--- config.mk ---
export PLATFORM = sky130hd
export DESIGN_NAME = count_ctrl
export DESIGN_NICKNAME = d
export VERILOG_FILES = /design/src/rtl/count_ctrl.sv
export SDC_FILE = /design/constraint.sdc
export NUM_CORES = 1
export LEC_CHECK = 0
export CAP_MARGIN = 20
export CORE_MARGIN = 2
export CORE_UTILIZATION = 39
export DETAILED_ROUTE_END_ITERATION = 7
export PLACE_DENSITY = 0.73
export SLEW_MARGIN = 15
export SYNTH_ARGS = -nofsm -noshare
export SYNTH_HDL_FRONTEND = slang
export SYNTH_SLANG_ARGS = --single-unit
export TNS_END_PERCENT = 50
--- constraint.sdc ---
create_clock -name clk -period 1.33 [get_ports clk]
set_input_delay 0.133 -clock clk [delete_from_list [all_inputs] [get_ports clk]]
set_output_delay 0.133 -clock clk [all_outputs]
set_load 0.01 [all_outputs]
--- src/rtl/count_ctrl.sv ---
// count_ctrl
// ----------
// Sequencer that drives an external flex counter to time a burst of
// equally spaced bit periods. On a start request it latches the period and
// bit count, clears the counter for one cycle, then enables it and treats
// every rollover flag as the end of one bit. After the last bit it raises a
// one-cycle done pulse and returns to idle.
//
// Optional feature: define COUNT_CTRL_ABORT_EN to add the 'abort' input,
// which ends a running sequence early (through DONE) with bit_index frozen.
//
// Ports
//   clk               in   system clock, rising edge
//   rst               in   synchronous active-high reset
//   start             in   begin a sequence (only honoured in IDLE)
//   bit_period        in   clocks per bit (latched at start)
//   num_bits          in   bits per sequence (latched at start)
//   cnt_rollover_flag in   rollover flag from the attached counter
//   abort             in   (COUNT_CTRL_ABORT_EN only) early termination
//   cnt_clear         out  counter clear, high in CLEAR
//   cnt_enable        out  counter enable, high in COUNT
//   cnt_rollover_val  out  latched period, clamped to a minimum of 2
//   busy              out  high in any non-IDLE state
//   bit_strobe        out  counter flag gated by COUNT
//   bit_index         out  bits completed in the current sequence
//   done              out  one-cycle end-of-sequence pulse
module count_ctrl #(
  parameter int NUM_CNT_BITS = 4,
  parameter int NUM_IDX_BITS = 4
) (
  input  logic                    clk,
  input  logic                    rst,
  input  logic                    start,
  input  logic [NUM_CNT_BITS-1:0] bit_period,
  input  logic [NUM_IDX_BITS-1:0] num_bits,
  input  logic                    cnt_rollover_flag,
`ifdef COUNT_CTRL_ABORT_EN
  input  logic                    abort,
`endif
  output logic                    cnt_clear,
  output logic                    cnt_enable,
  output logic [NUM_CNT_BITS-1:0] cnt_rollover_val,
  output logic                    busy,
  output logic                    bit_strobe,
  output logic [NUM_IDX_BITS-1:0] bit_index,
  output logic                    done
);

  typedef enum logic [1:0] {
    IDLE  = 2'd0,
    CLEAR = 2'd1,
    COUNT = 2'd2,
    DONE  = 2'd3
  } state_t;

  state_t                  state_q, state_d;
  logic [NUM_CNT_BITS-1:0] period_q, period_d;
  logic [NUM_IDX_BITS-1:0] nbits_q, nbits_d;
  logic [NUM_IDX_BITS-1:0] bit_index_q, bit_index_d;
  logic [NUM_IDX_BITS-1:0] idx_inc_s;
  logic                    abort_s;

  // A counter with rollover value 0 or 1 would never produce a usable
  // flag cadence, so the shortest honoured bit period is 2 clocks.
  function automatic logic [NUM_CNT_BITS-1:0] clamp_period(
    input logic [NUM_CNT_BITS-1:0] p
  );
    if (p < NUM_CNT_BITS'(2)) begin
      clamp_period = NUM_CNT_BITS'(2);
    end else begin
      clamp_period = p;
    end
  endfunction

`ifdef COUNT_CTRL_ABORT_EN
  assign abort_s = abort;
`else
  assign abort_s = 1'b0;
`endif

  assign idx_inc_s = bit_index_q + NUM_IDX_BITS'(1);

  // Next-state and latched-parameter logic.
  always_comb begin
    state_d     = state_q;
    period_d    = period_q;
    nbits_d     = nbits_q;
    bit_index_d = bit_index_q;
    case (state_q)
      IDLE: begin
        if (start) begin
          state_d     = CLEAR;
          period_d    = clamp_period(bit_period);
          nbits_d     = num_bits;
          bit_index_d = '0;
        end else begin
          state_d = IDLE;
        end
      end
      CLEAR: begin
        if (abort_s) begin
          state_d = DONE;
        end else if (nbits_q == '0) begin
          state_d = DONE;
        end else begin
          state_d = COUNT;
        end
      end
      COUNT: begin
        // Abort wins over a coincident flag: index stays frozen.
        if (abort_s) begin
          state_d = DONE;
        end else if (cnt_rollover_flag) begin
          bit_index_d = idx_inc_s;
          if (idx_inc_s == nbits_q) begin
            state_d = DONE;
          end else begin
            state_d = COUNT;
          end
        end else begin
          state_d = COUNT;
        end
      end
      DONE: begin
        state_d = IDLE;
      end
      default: begin
        state_d = IDLE;
      end
    endcase
  end

  // Output decode from the current state.
  always_comb begin
    cnt_clear  = 1'b0;
    cnt_enable = 1'b0;
    busy       = 1'b0;
    bit_strobe = 1'b0;
    done       = 1'b0;
    case (state_q)
      IDLE: begin
        busy = 1'b0;
      end
      CLEAR: begin
        busy      = 1'b1;
        cnt_clear = 1'b1;
      end
      COUNT: begin
        busy       = 1'b1;
        cnt_enable = 1'b1;
        bit_strobe = cnt_rollover_flag;
      end
      DONE: begin
        busy = 1'b1;
        done = 1'b1;
      end
      default: begin
        busy = 1'b0;
      end
    endcase
  end

  assign cnt_rollover_val = period_q;
  assign bit_index        = bit_index_q;

  // State and latched-parameter registers with synchronous reset.
  always_ff @(posedge clk) begin
    if (rst) begin
      state_q     <= IDLE;
      period_q    <= NUM_CNT_BITS'(2);
      nbits_q     <= '0;
      bit_index_q <= '0;
    end else begin
      state_q     <= state_d;
      period_q    <= period_d;
      nbits_q     <= nbits_d;
      bit_index_q <= bit_index_d;
    end
  end

endmodule

==> results.toml <==
[worst_hold_path]
min_path_type = "in -> reg"
min_from = "num_bits[3]"
hold_path_depth = 3
min_to = "nbits_q[3]"

[pwr]
ir_worst_vdd_mv = 0.905
total_power_mw = 1.64
p_leak_nw = 0.546
p_per_area_mw_per_mm2 = 1360

[route]
top_layer_used = "met4"
wl_mm = 1.64
ant_nets = 0
dr.pass1.iters = 4
dr_wl_met2_microns = 804
first_iter_violations = 9
wl_met3_microns = 90
vias = 696
viasPerCell = 4.80
drc = 0
post_drt_wl_per_cell_microns = 11.3
wl_met1_microns = 737

[global_routing]
grt_usage_pct = 16.5
grt_pass1_wl_mm = 2.57
grt_pass1_vias = 635
grt_max_degree = 15
grt_antenna_before_repair = 0
overflow = 0

[synthesis]
synthesis.nets = 98
ys_ff_latch = 14
yosysWarningCount = 0
synth_cells = 80
synth_area_per_cell_sq_um = 8.99
ys_types = 31
ys_seq_area_share_pct = 39.0
syn-cell-area_sq_um = 719

[floorplan]
dieArea_sq_mm = 0.00220
coreArea_sq_mm = 0.00173
pin_count = 25
num_rows = 15
die_x_microns = 47.0
die_h_microns = 47.0
start_util_pct = 41.7

[sta]
rsz0062_at_grt = "true"
finalSetupViolations = 2
worst_slack_ns = -0.0468
relSlewSlack_pct = 77.7
min_period_ns = 1.38
timing.hold.ws_ns = 0.401
tightestPinTransition_ns = 0.331
max_clock_freq_mhz = 726
finalHoldViolations = 0
fin_crit_sh_pct = 104
finClkSkew_ns = 0.00418
maxSlewViolCount = 0

[setup_path]
worstSetupStartpointType = "register"
r2r_end = "bit_index[3]"
critPathKind = "reg -> reg"
max_stage_delay_ns = 0.47
crit_required_ns = 1.54
ff2ff_setup_slack_ns = -0.05
worstPathArrival_ns = 1.58
crit_path_max_fanout = 4
crit-reg2reg-launch = "state_q[1]"
crit_chain = "inv_4, ha_4, nor2b_4, or4_1, a21oi_1"
ff2ff_path_depth = 5
crit_path_end_kind = "register"
crit_path_top_delay_cell = "or4_1"

[clock_network]
ctsHoldBuffers = 0
cts_sinks = 14
path_clk_slew_ns = 0.08
htreeDepth = 1
cts_buffer_depth = 2
cts_buffers = 3
clock_latency_ns = 0.27
root_buffer = "clkbuf_4"
cts_tree = "built"

[layout]
fin_cells = 145
fin_nets = 139
stdcell_area_sq_mm = 0.00120
layout_common_cells = "nand2_1, buf_4, clkdlybuf4s50_1, a21oi_1, dfxtp_1"
drive_gt1_share_pct = 36.7
nFillCells = 148
syn2layout_area_growth_pct = 67.5
n_antenna_cell = 0
final_util_pct = 69.8

[placement]
routabilityCongestion = 0.837
io_buffer_count = 24
hpwl_mm = 1.26
dpl_cell_area_sq_mm = 0.00111
dp_cells = 140

[run_status]
status = "finished, violations left"
violations = "setup timing"

[run]
maxCapViolCount = 0
registers in the layout (all words and copies together), names as in the netlist:
signal and count:
bit_index 4, cnt_rollover_val 4, nbits_q 4, state_q 2
report_power, final:
group          internal (mW)  switching, mW  leakage (nW)
clock network          0.166          0.131        0.0210
logic                  0.428          0.367         0.407
registers              0.490         0.0612         0.118
total                   1.08          0.559         0.546
Yosys cell counts:
master	n	area share, %
o22ai_1	1	0.87
inv_1	4	2.1
o21ai_1	2	1.4
a21oi_1	10	7.0
buf_2	1	0.69
nor3_1	2	1.4
o22a_2	1	1.4
a221oi_2	1	2.1
nand2b_1	1	0.87
nand3_1	1	0.69
xor2_1	1	1.2
nor3b_1	1	1.0
nor4_1	1	0.87
a22oi_1	1	1.0
nor2b_4	1	1.9
or4_1	1	1.0
and2_1	1	0.87
nor4_2	1	1.7
nor2_1	3	1.6
nand2_1	14	7.3
nand2_2	1	0.87
o21ai_0	1	0.69
o311ai_0	1	1.2
nor3_2	1	1.4
xor3_1	1	3.3
clkbuf_1	1	0.52
nor2b_1	1	0.87
ha_1	6	10
dfxtp_1	14	39
nand3b_1	1	1.0
xnor2_1	3	3.7
per-stage QoR:
| step | setup TNS [ns] | setup slack [ns] |
|---|---|---|
| 6_report | -0.0480 | -0.0468 |
| 5_1_grt | -0.278 | -0.103 |
| 4_1_cts | -0.150 | -0.0620 |
| 3_5_place_dp | -0.336 | -0.0918 |
| 3_3_place_gp | -0.227 | -0.0773 |
| 2_1_floorplan | -0.0156 | -0.0156 |
worst max-delay path: cells and delay by family (launching register included):
kind	cells	cell delay, ns
compound gates	1	0.12
fa+ha+maj	1	0.15
buf+inv	1	0.05
flops	1	0.39
simple gates	2	0.60
worst max path at each step:
stage,startpoint,end,slack (ns),depth (start not counted)
2_1_floorplan,state_q[1],bit_index[3],-0.02,5
3_3_place_gp,cnt_rollover_flag,bit_strobe,-0.08,4
3_5_place_dp,start,bit_index[3],-0.09,4
4_1_cts,state_q[0],bit_strobe,-0.06,5
5_1_grt,state_q[1],bit_index[3],-0.10,5
6_report,state_q[1],bit_index[3],-0.05,5
what timing repair did:
action | in CTS | in global routing
setup endpoints to repair | 11 | 11
pin swaps | 1 | 1
buffers inserted | 0 | 1
resized for setup | 17 | 18
layer usage:
metal,GRT usage [%],vias up
met5,0,-
met4,8.89,0
met3,3.46,2
met2,27.7,18
met1,19.7,322
li1,-,354
area by class of cell:
cell class              instances  area (sq um)  area share, %
repair buffers                 38           333           27.6
inverters                       4          20.0           1.66
well taps                      25          31.3           2.60
clock buffers                   4          36.3           3.01
multi-input cells              60           493           40.9
flip-flops and latches         14           292           24.2
cell families (layout without fill, tap and decap cells):
group | after synthesis | after routing | share of synthesized area, %
AND/OR/NAND/NOR | 31 | 31 | 23.5
adder cells (fa/ha/maj) | 6 | 6 | 10.4
XOR/XNOR | 5 | 5 | 8.17
AO/OA/AOI/OAI | 18 | 18 | 15.7
buffers and inverters | 6 | 46 | 3.30
flip-flops | 14 | 14 | 39.0
No activity file was read; power rests on OpenSTA's default activity.
